===== src/rtl/fighter_action_ctrl.sv =====
// fighter_action_ctrl: per-player action scheduler. Arbitrates walk, jump,
// attack, block and hit-stun into one action state and drives the movement
// block and the collision/damage logic. All sequencing advances on SCEN ticks;
// outputs are registered together with the state so they change only on ticks.
module fighter_action_ctrl #(
    parameter int CNT_WIDTH      = 5,
    parameter int ATK_STARTUP    = 3,
    parameter int ATK_ACTIVE     = 2,
    parameter int ATK_RECOVERY   = 5,
    parameter int HITSTUN_FRAMES = 12,
    parameter int AIR_TIMEOUT    = 3
) (
    input  logic       clk,
    input  logic       reset,
    input  logic       SCEN,
    input  logic       btn_left,
    input  logic       btn_right,
    input  logic       btn_jump,
    input  logic       btn_attack,
    input  logic       btn_block,
    input  logic       hit_received,
    input  logic       jump_active,
    output logic       move_enable,
    output logic       move_left,
    output logic       move_right,
    output logic       jump,
    output logic       attack_hitbox,
    output logic       blocking,
    output logic       blocked_hit,
    output logic [2:0] state
);

    localparam logic [2:0] S_IDLE        = 3'd0;
    localparam logic [2:0] S_WALK        = 3'd1;
    localparam logic [2:0] S_AIR         = 3'd2;
    localparam logic [2:0] S_ATK_START   = 3'd3;
    localparam logic [2:0] S_ATK_HIT     = 3'd4;
    localparam logic [2:0] S_ATK_RECOVER = 3'd5;
    localparam logic [2:0] S_BLOCK       = 3'd6;
    localparam logic [2:0] S_HITSTUN     = 3'd7;

    // Countdown reload values: each timed state lasts exactly its parameter
    // in frames because it leaves on the tick that finds the count at zero.
    localparam logic [CNT_WIDTH-1:0] LD_STARTUP  = CNT_WIDTH'(ATK_STARTUP - 1);
    localparam logic [CNT_WIDTH-1:0] LD_ACTIVE   = CNT_WIDTH'(ATK_ACTIVE - 1);
    localparam logic [CNT_WIDTH-1:0] LD_RECOVERY = CNT_WIDTH'(ATK_RECOVERY - 1);
    localparam logic [CNT_WIDTH-1:0] LD_HITSTUN  = CNT_WIDTH'(HITSTUN_FRAMES - 1);
    localparam logic [CNT_WIDTH-1:0] LD_AIR      = CNT_WIDTH'(AIR_TIMEOUT - 1);

    logic [2:0]           state_q, state_d;
    logic [CNT_WIDTH-1:0] cnt_q, cnt_d;
    logic                 seen_air_q, seen_air_d;
    logic                 jump_prev_q, atk_prev_q;
    logic                 move_enable_q, move_left_q, move_left_d;
    logic                 move_right_q, move_right_d;
    logic                 jump_q, jump_d;
    logic                 attack_hitbox_q, blocking_q;
    logic                 blocked_hit_q, blocked_hit_d;

    logic atk_edge, jmp_edge, only_left, only_right;

    assign atk_edge   = btn_attack & ~atk_prev_q;
    assign jmp_edge   = btn_jump & ~jump_prev_q;
    assign only_left  = btn_left & ~btn_right;
    assign only_right = btn_right & ~btn_left;

    // Next-state arbitration: hit > attack edge > block > jump edge > walk.
    always_comb begin
        state_d       = state_q;
        cnt_d         = (cnt_q != '0) ? cnt_q - 1'b1 : cnt_q;
        seen_air_d    = 1'b0;
        jump_d        = 1'b0;
        move_left_d   = 1'b0;
        move_right_d  = 1'b0;
        blocked_hit_d = 1'b0;
        if (hit_received) begin
            if (state_q == S_BLOCK) begin
                blocked_hit_d = 1'b1;
            end else begin
                state_d = S_HITSTUN;
                cnt_d   = LD_HITSTUN;
            end
        end else begin
            case (state_q)
                S_IDLE, S_WALK: begin
                    if (atk_edge) begin
                        state_d = S_ATK_START;
                        cnt_d   = LD_STARTUP;
                    end else if (btn_block) begin
                        state_d = S_BLOCK;
                    end else if (jmp_edge) begin
                        state_d      = S_AIR;
                        cnt_d        = LD_AIR;
                        jump_d       = 1'b1;
                        move_left_d  = only_left;
                        move_right_d = only_right;
                    end else if (only_left || only_right) begin
                        state_d      = S_WALK;
                        move_left_d  = only_left;
                        move_right_d = only_right;
                    end else begin
                        state_d = S_IDLE;
                    end
                end
                S_AIR: begin
                    if (seen_air_q && !jump_active) begin
                        state_d = S_IDLE;
                    end else if (!seen_air_q && !jump_active && cnt_q == '0) begin
                        state_d = S_IDLE;
                    end else begin
                        seen_air_d = seen_air_q | jump_active;
                    end
                end
                S_ATK_START: begin
                    if (cnt_q == '0) begin
                        state_d = S_ATK_HIT;
                        cnt_d   = LD_ACTIVE;
                    end
                end
                S_ATK_HIT: begin
                    if (cnt_q == '0) begin
                        state_d = S_ATK_RECOVER;
                        cnt_d   = LD_RECOVERY;
                    end
                end
                S_ATK_RECOVER: begin
                    if (cnt_q == '0) state_d = S_IDLE;
                end
                S_BLOCK: begin
                    if (!btn_block) state_d = S_IDLE;
                end
                S_HITSTUN: begin
                    if (cnt_q == '0) state_d = S_IDLE;
                end
                default: state_d = S_IDLE;
            endcase
        end
    end

    // State, counter, edge history and registered output decode; all hold
    // between ticks and clear asynchronously on reset.
    always_ff @(posedge clk or posedge reset) begin
        if (reset) begin
            state_q         <= S_IDLE;
            cnt_q           <= '0;
            seen_air_q      <= 1'b0;
            jump_prev_q     <= 1'b0;
            atk_prev_q      <= 1'b0;
            move_enable_q   <= 1'b1;
            move_left_q     <= 1'b0;
            move_right_q    <= 1'b0;
            jump_q          <= 1'b0;
            attack_hitbox_q <= 1'b0;
            blocking_q      <= 1'b0;
            blocked_hit_q   <= 1'b0;
        end else if (SCEN) begin
            state_q         <= state_d;
            cnt_q           <= cnt_d;
            seen_air_q      <= seen_air_d;
            jump_prev_q     <= btn_jump;
            atk_prev_q      <= btn_attack;
            move_enable_q   <= !(state_d == S_ATK_START || state_d == S_ATK_HIT ||
                                 state_d == S_ATK_RECOVER || state_d == S_BLOCK);
            move_left_q     <= move_left_d;
            move_right_q    <= move_right_d;
            jump_q          <= jump_d;
            attack_hitbox_q <= (state_d == S_ATK_HIT);
            blocking_q      <= (state_d == S_BLOCK);
            blocked_hit_q   <= blocked_hit_d;
        end
    end

    assign state         = state_q;
    assign move_enable   = move_enable_q;
    assign move_left     = move_left_q;
    assign move_right    = move_right_q;
    assign jump          = jump_q;
    assign attack_hitbox = attack_hitbox_q;
    assign blocking      = blocking_q;
    assign blocked_hit   = blocked_hit_q;

endmodule


===== config.mk =====
export PLATFORM = sky130hd
export DESIGN_NAME = fighter_action_ctrl
export DESIGN_NICKNAME = d
export VERILOG_FILES = /design/src/rtl/fighter_action_ctrl.sv
export SDC_FILE = /design/constraint.sdc
export NUM_CORES = 1
export LEC_CHECK = 0
export BUFFER_PORTS_ARGS = -buffer_cell sky130_fd_sc_hd__buf_4
export CELL_PAD_IN_SITES_DETAIL_PLACEMENT = 2
export CELL_PAD_IN_SITES_GLOBAL_PLACEMENT = 2
export CORE_UTILIZATION = 30
export DETAILED_ROUTE_END_ITERATION = 10
export PLACE_DENSITY_LB_ADDON = 0.05
export SETUP_SLACK_MARGIN = 0.15
export SLEW_MARGIN = 30
export SYNTH_ARGS = -nofsm -noshare
export SYNTH_HDL_FRONTEND = slang
export SYNTH_SLANG_ARGS = --single-unit

===== constraint.sdc =====
create_clock -name clk -period 2.06 [get_ports clk]
set_clock_uncertainty 0.15 [all_clocks]
set_input_delay 0 -clock clk [delete_from_list [all_inputs] [get_ports clk]]
set_output_delay 0 -clock clk [all_outputs]
set_load 0.02 [all_outputs]

Yosys cells after proc, flatten, opt, wreduce, memory -nomap -nowiden
Index checks and enable logic that the tools add are counted.

word-level totals
  bits in registers = 18
  input port bits = 10

operators by class
  add/sub/neg operators = 1
  equal/unequal tests = 11
  mux-type cells = 45
  bitwise gates (word level) = 9
  reduce and logical (&&, ||, !) cells = 15

operator list
  operator                                           count
  2-to-1 mux 5 bit                                   8
  2-to-1 mux 3 bit                                   10
  2-to-1 mux 1 bit                                   24
  == test 3 bit (second input constant)              7
  one-hot mux 3 bit (6 select lines)                 1
  one-hot mux 5 bit (3 select lines)                 1
  == test 3 x 2 -> 1 bit (second input constant)     3
  zero test 5 bit                                    1
  nonzero test 5 bit                                 1
  subtractor 5 x 1 -> 5 bit (second input constant)  1
  AND 1 bit                                          4
  logical OR 1 bit                                   4
  NOT 1 bit                                          4
  OR reduction 2 bit                                 2
  == test 3 x 1 -> 1 bit (second input constant)     1
  logical AND 1 bit                                  3
  zero test 1 bit                                    3
  zero test 3 bit                                    1
  2-to-1 mux 2 bit                                   1
  OR 1 bit                                           1

Longest topological paths before layout
Gate-level depths: netlist (run 1).

  depth in word-level cells = 14
  gate-level depth with buffers = 9
  gate-level depth less buffers = 9

Worst setup path after synthesis (run 1)
No wires, ideal clock.

  path kind = reg2reg
  start = register cnt_q[0]
  end = register blocking_q, in the netlist blocking
  setup time = 0.082 ns
  data arrival time = 1.891 ns
  slack = -0.063 ns
  stages on the path, launching flop included = 9
  path buffers = 0
  period minus slack after synthesis = 2.123 ns
  cell sequence = dfrtp_1 > inv_1 > ha_1 > nor4b_4 > inv_2 > mux2i_1 > o41a_1 > or2_1 > o22ai_1

between the ends
  cells in the longest elaborated chain, start to end = 7

RTL lines
  what                                    RTL line  RTL
  start, declared                         51        logic [CNT_WIDTH-1:0] cnt_q, cnt_d;
  start signal, assigned                  158       cnt_q <= cnt_d;
  zero test 5 bit (*)                     --
  logical AND 1 bit                       108       end else if (!seen_air_q && !jump_active && cnt_q == '0) begin
  2-to-1 mux 3 bit                        108
  2-to-1 mux 3 bit                        106       if (seen_air_q && !jump_active) begin
  one-hot mux 3 bit (6 select lines) (*)  84        case (state_q)
  2-to-1 mux 3 bit (*)                    76        if (hit_received) begin
  == test 3 bit (*)                       168       blocking_q <= (state_d == S_BLOCK);
  end signal, assigned                    168
  end, declared                           57        logic attack_hitbox_q, blocking_q;

Mark *: on every way between the ends. The rest lies on a longest branch, timed or not.
A chain may end at the register's enable or synchronous reset.

Worst setup path after layout (run 1)
  start = register cnt_q[1]
  end = register blocking_q, in the netlist blocking

Same word-level chain as after synthesis.

==> reports/metrics.yaml, run 1 <==
synthesis.area_um2: 1181
startpoint: "cnt_q[1]$_DFFE_PP0P_"
clk_pin_slew_worst_paths_ps: 70
clock-sinks: 18
start_kind: "flip-flop"
drv_slew: 0
maxSlewHeadroom_pct: 49.95
hold_class: "in -> reg"
most-common-layout-cells: "buf_4 (35), dfrtp_1 (17), inv_1 (14)"
ys_seq_elements: 18
cts_buffer_depth: 2
utilization_pct: 44.65
chipHeight_um: 64.75
nFillCells: 417
place_congestion: 0.8027
final_cell_area_um2: 1659
irDropWorstVdd_mv: 0.3321
r2r-start: "cnt_q[1]$_DFFE_PP0P_"
io_pins: 20
end_kind: "flip-flop"
failed_checks: "setup timing"
worstHoldStart: "btn_right"
initialDrtViolationCount: 22
rows: 22
antenna_found_initial: 0
fin_ws_ps: -57.01
yosysUniqueCellTypes: 49
grt.overflow.total: 0
cts_root_buf: "clkbuf_8"
diodes: 0
worstSetupPathType: "reg -> reg"
first_global_vias: 1270
reg2reg_slack_ps: -60
wl_per_cell_um: 17.49
critical_path_required_ps: 2090
max_freq_mhz: 472.4
ant_nets: 0
path_max_fanout: 3
syn_to_final_growth_pct: 40.47
dieArea_um2: 4192
finalHoldViolations: 0
grt_max_degree: 28
layout_commonest_cell: "buf_4"
grt_usage_pct: 21.06
portBuffers: 19
syn-num-nets: 142
cts_made_buffers: 3
fin_crit_ps: 2117
core_um2: 3716
ys_seq_area_share_pct: 38.24
place_hpwl_um: 2617
drive_above_1_share_pct: 36.69
arrival_ps: 2150
fp.dieW_um: 64.75
worstMarginPinSlew_ps: 750.0
clkLatencyLatePin_ps: 260
leakage_nw: 0.7541
vias_per_cell: 5.143
pre_cts_slack_ps: -140.7
outcome: "finished with violations"
nets: 185
power_density_nw_per_um2: 940.5
finalSetupViolCount: 3
netlist_instances: 127
fin_crit_sh_pct: 102.8
start_util_pct: 31.78
tns_ps: -104.8
cts_max_level: 1
grt_first_pass_wirelength_um: 6582
wirelength_um: 3795
hold-worst-slack_ps: 33.14
max_cap_violations: 0
rsz0062_at_grt: "true"
dpl_cell_area_um2: 1448
post-route-drc-count: 0
syn_avg_cell_area_um2: 9.300
synth_warnings: 0
cts_tree: "yes"
vias: 1116
drtPass1Iterations: 4
## cell type report
cell class | count | area (um^2) | area share (%)
multi-input combinational | 85 | 660.6 | 39.82
sequential | 18 | 451.7 | 27.22
timing repair buffer | 45 | 365.4 | 22.02
inverter | 17 | 66.31 | 3.997
tap | 48 | 60.06 | 3.620
clock buffer | 4 | 55.05 | 3.318
## per-layer routing
layer	part of all wire, %	track usage, %	up-vias
met5	0	0	-
met4	1.8	7.500	0
met3	2.3	2.641	7
met2	51	36.72	17
met1	45	26.30	559
li1	-	-	533
## synth_stat cells (all sizes together)
cell type  count  area (um^2)
nor2b          2        12.51
o211ai         1        7.510
nand4b         1        8.760
and3b          1        8.760
mux2i          4        40.04
a31oi          1        6.260
o21a           2        15.01
nor3           3        15.01
o41a           1        11.26
o221ai         2        23.77
a21oi          3        15.01
o221a          1        11.26
ha             5        62.56
o21ai          8        40.04
a22oi          1        7.510
nand2         11        41.29
nand3          1        5.000
a221o          1        10.01
a22o           3        26.28
or3            1        7.510
dfrtp         17        425.4
nand4          2        12.51
buf            3        23.77
o2bb2ai        1        8.760
inv           17        63.81
o21ba          1        10.01
nor4b          1        23.77
mux2           3        33.78
and3           1        6.260
o311ai         1        8.760
o31ai          1        7.510
or2            2        12.51
nor2           4        15.01
clkbuf         4        15.01
dfstp          1        26.28
and2           2        13.77
nand3b         1        7.510
o22ai          5        37.53
or3b           1        8.760
nand2b         3        18.77
xor2           1        8.760
and4b          1        10.01
a21boi         1        7.510
## report_power, final
group | internal [W] | total, W | switching (W)
logic | 0.000385 | 0.000753 | 0.000368
clock network | 0.000170 | 0.000301 | 0.000131
registers | 0.000428 | 0.000506 | 0.0000777
total | 0.000984 | 0.00156 | 0.000577
## registers in the layout (all words and copies together) (netlist names)
register,cells
cnt_q,5
state,3
atk_prev_q,1
attack_hitbox,1
blocked_hit,1
blocking,1
jump,1
jump_prev_q,1
move_enable,1
move_left,1
move_right,1
seen_air_q,1
## through the flow
step                      total power [W]  cells
after global routing             0.001665    217
after detailed placement         0.001187    199
after CTS                        0.001548    216
after global placement           0.001158    199
after floorplan                 0.0009169    127
final                            0.001560    217
## worst max-delay path, stage by stage (launching register included)
cell and delay [ps]:
dfrtp_1 400, inv_2 80, ha_4 140, nor4b_4 210, buf_4 190, buf_6 100, mux2i_1 70, o221a_2 290
or2_1 270, o22ai_1 140
## final timing paths
kind | endpoint | cells past startpoint
setup / recovery | blocking$_DFFE_PP0P_ | 9
hold / removal | move_left$_DFFE_PP0P_ | 5
setup reg to reg | blocking$_DFFE_PP0P_ | 9
hold reg to reg | atk_prev_q$_DFFE_PP0P_ | 1
max in group asynchronous | jump$_DFFE_PP0P_ | 3
min in group asynchronous | atk_prev_q$_DFFE_PP0P_ | 3
## repair_timing
item | CTS | global route
gates resized for setup | 4 | 6
hold buffers | 8 | 0
setup endpoints to repair | 8 | 9
pin swaps | 3 | 4
setup buffers | 5 | 1
cloned | 0 | 0
hold endpoints to repair | 25 | 0
## logic make-up (layout without fill, tap and decap cells)
| logic type | count (synthesis) | in the layout | synth area share (%) |
|---|---|---|---|
| adder cells (fa/ha/maj) | 5 | 5 | 5.297 |
| AND/OR/NAND/NOR | 38 | 38 | 19.28 |
| AO/OA/AOI/OAI | 34 | 34 | 21.50 |
| flip-flops | 18 | 18 | 38.24 |
| multiplexers | 7 | 7 | 6.250 |
| buffers and inverters | 24 | 66 | 8.686 |
| XOR/XNOR | 1 | 1 | 0.7417 |
Power figures use the tool's default switching activity.
==> run 2, diff against run 1 <==
--- a/config.mk
+++ b/config.mk
@@ -5,10 +5,11 @@
 export SDC_FILE = /design/constraint.sdc
 export NUM_CORES = 1
 export LEC_CHECK = 0
+export ABC_AREA = 1
 export BUFFER_PORTS_ARGS = -buffer_cell sky130_fd_sc_hd__buf_4
 export CELL_PAD_IN_SITES_DETAIL_PLACEMENT = 2
 export CELL_PAD_IN_SITES_GLOBAL_PLACEMENT = 2
-export CORE_UTILIZATION = 30
+export CORE_UTILIZATION = 27
 export DETAILED_ROUTE_END_ITERATION = 10
 export PLACE_DENSITY_LB_ADDON = 0.05
 export SETUP_SLACK_MARGIN = 0.15
==> reports/metrics.yaml, run 2 <==
grt_first_pass_wirelength_um: 7086
nets: 212
clk_pin_slew_worst_paths_ps: 80
max_cap_violations: 0
vias_per_cell: 4.923
ys_seq_elements: 18
cts_max_level: 1
hold_class: "in -> reg"
cts_root_buf: "clkbuf_8"
synthesis.area_um2: 1160
core_um2: 4058
netlist_top_cells_area: "dfrtp_1 (37%), nand2_1 (14%), inv_1 (6.8%), o21ai_0 (6.5%), nand3_1 (6.0%)"
syn-num-nets: 175
ant_nets: 0
yosys_most_used_dff: "dfrtp_1"
synth_warnings: 0
r2r_cells: 8
grt_usage_pct: 21.85
max_freq_mhz: 538.6
clock-sinks: 18
reg2reg_slack_ps: 200
synth_most_common_cell: "nand2_1"
finalSetupViolCount: 0
drive_above_1_share_pct: 23.47
finalHoldViolations: 0
whs_endpoint: "seen_air_q$_DFFE_PP0P_"
grt.overflow.total: 0
path_max_fanout: 7
tns_ps: 0
first_global_vias: 1470
fin_crit_ps: 1857
layout_commonest_cell: "nand2_1"
io_pins: 20
ys_seq_area_share_pct: 38.94
fin_crit_sh_pct: 90.13
synth-edff-count: 0
post-route-drc-count: 0
rows: 23
pre_cts_slack_ps: 38.12
yosysUniqueCellTypes: 27
diodes: 0
place_hpwl_um: 3144
rsz0062_at_grt: "true"
worstMarginPinSlew_ps: 784.6
dieArea_um2: 4562
worstHoldStart: "jump_active"
power_density_nw_per_um2: 857.8
wl_per_cell_um: 16.98
async_flop_share_pct: 100.0
place_congestion: 0.8236
arrival_ps: 1830
largest-register: "cnt_q"
end_kind: "flip-flop"
maxSlewHeadroom_pct: 47.63
grt_max_degree: 19
start_kind: "flip-flop"
irDropWorstVdd_mv: 0.2394
clkLatencyLatePin_ps: 260
fp.dieW_um: 67.54
drtPass1Iterations: 4
rr_endpoint: "cnt_q[0]$_DFFE_PP0P_"
worstSetupPathType: "reg -> reg"
critical_path_required_ps: 2040
antenna_found_initial: 0
vias: 1211
synth_common_cells: "nand2_1 (44), inv_1 (21), dfrtp_1 (17), o21ai_0 (15), nand3_1 (14)"
outcome: "finished, final reports clean"
r2r-start: "cnt_q[1]$_DFFE_PP0P_"
leakage_nw: 0.7913
drv_slew: 0
largest_reg_flops: 5
portBuffers: 19
cts_buffer_depth: 2
start_util_pct: 28.58
syn_avg_cell_area_um2: 7.249
cts_made_buffers: 3
nFillCells: 487
syn_to_final_growth_pct: 35.49
netlist_instances: 160
post-synth-top-area-cell: "dfrtp_1"
most-common-layout-cells: "nand2_1 (44), buf_4 (24), inv_1 (20)"
chipHeight_um: 67.54
cts_tree: "yes"
initialDrtViolationCount: 49
hold_depth: 4
wirelength_um: 4178
fin_ws_ps: 203.4
post-synth-top-area-fraction_pct: 36.68
-- run 2: cell count changes in the layout (fill, tap and decap cells not counted), sizes merged, moves of 3 or more --
cell    change
nor2       +10
inv         +6
nand2b      -3
o21ai      +10
nor3        -3
a22o        -3
o22ai       -4
nand2      +35
mux2        -3
buf        -13
mux2i       -4
nand3      +16
-- run 2: critical path: stages (launching register included) --
cell	delay, ps
dfrtp_1	410
inv_1	120
ha_4	170
nand3_4	120
ha_1	210
a211oi_1	240
nand2_1	80
o211ai_1	80
o21ai_0	120
-- run 2: how the worst max path moves through the flow --
stage	to	start	slack (ps)	depth (start not counted)
2_1_floorplan	cnt_q[0]$_DFFE_PP0P_	cnt_q[0]$_DFFE_PP0P_	310	8
3_3_place_gp	cnt_q[0]$_DFFE_PP0P_	cnt_q[1]$_DFFE_PP0P_	210	8
3_5_place_dp	cnt_q[0]$_DFFE_PP0P_	cnt_q[0]$_DFFE_PP0P_	40	8
4_1_cts	cnt_q[0]$_DFFE_PP0P_	cnt_q[1]$_DFFE_PP0P_	160	8
5_1_grt	cnt_q[0]$_DFFE_PP0P_	cnt_q[1]$_DFFE_PP0P_	80	8
6_report	cnt_q[0]$_DFFE_PP0P_	cnt_q[1]$_DFFE_PP0P_	200	8
-- run 2: final cells by class --
type                            count  area [um^2]  area share (%)
Clock buffer                        4        55.05           3.503
Tap cell                           50        62.56           3.981
Sequential cell                    18        452.9           28.82
Inverter                           24        91.34           5.812
Multi-Input combinational cell    116        629.4           40.05
Timing Repair Buffer               34        280.3           17.83
-- run 2: through the flow --
stage | std cells | hold slack [ps] | util [%] | total power [W] | instance area (um^2)
2_1_floorplan | 160 | -212.2 | - | 0.0007964 | 1160
3_3_place_gp | 230 | 34.31 | 33.95 | 0.0009716 | 1378
3_5_place_dp | 230 | 48.18 | 33.95 | 0.0009922 | 1378
4_1_cts | 245 | 23.52 | 38.51 | 0.001354 | 1563
5_1_grt | 246 | 32.82 | 38.73 | 0.001460 | 1572
6_report | 246 | 23.36 | 38.73 | 0.001348 | 1572
-- run 2: timing repair --
item / in CTS / in global routing
hold endpoints to repair: 32 / 2
resized for setup: 4 / 2
setup endpoints to repair: 1 / 6
hold buffers: 11 / 1
setup buffers: 0 / 2
-- run 2: logic make-up (layout without fill, tap and decap cells) --
group | after synthesis | after routing | share of synthesized area (%)
buffers and inverters | 26 | 62 | 8.738
xor gates and xnor gates | 1 | 1 | 0.7553
and+or+nand+nor | 81 | 81 | 31.50
DFF | 18 | 18 | 38.94
adders and majority gates | 5 | 5 | 5.394
AOI/OAI and AO/OA | 29 | 29 | 14.67
-- run 2: routing by layer --
| metal | GRT usage [%] | vias to the layer above | share of wire [%] |
|---|---|---|---|
| li1 | - | 594 | - |
| met1 | 23.85 | 587 | 44 |
| met2 | 40.84 | 19 | 52 |
| met3 | 3.041 | 11 | 1.7 |
| met4 | 10.11 | 0 | 2.6 |
| met5 | 0 | - | 0 |
-- run 2: where the power goes --
group          total [W]  switching (W)  leakage [nW]  internal (W)
clock network   0.000313       0.000143        0.0288      0.000171
registers       0.000470      0.0000601         0.227      0.000410
logic           0.000564       0.000341         0.536      0.000224
total            0.00135       0.000543         0.791      0.000805
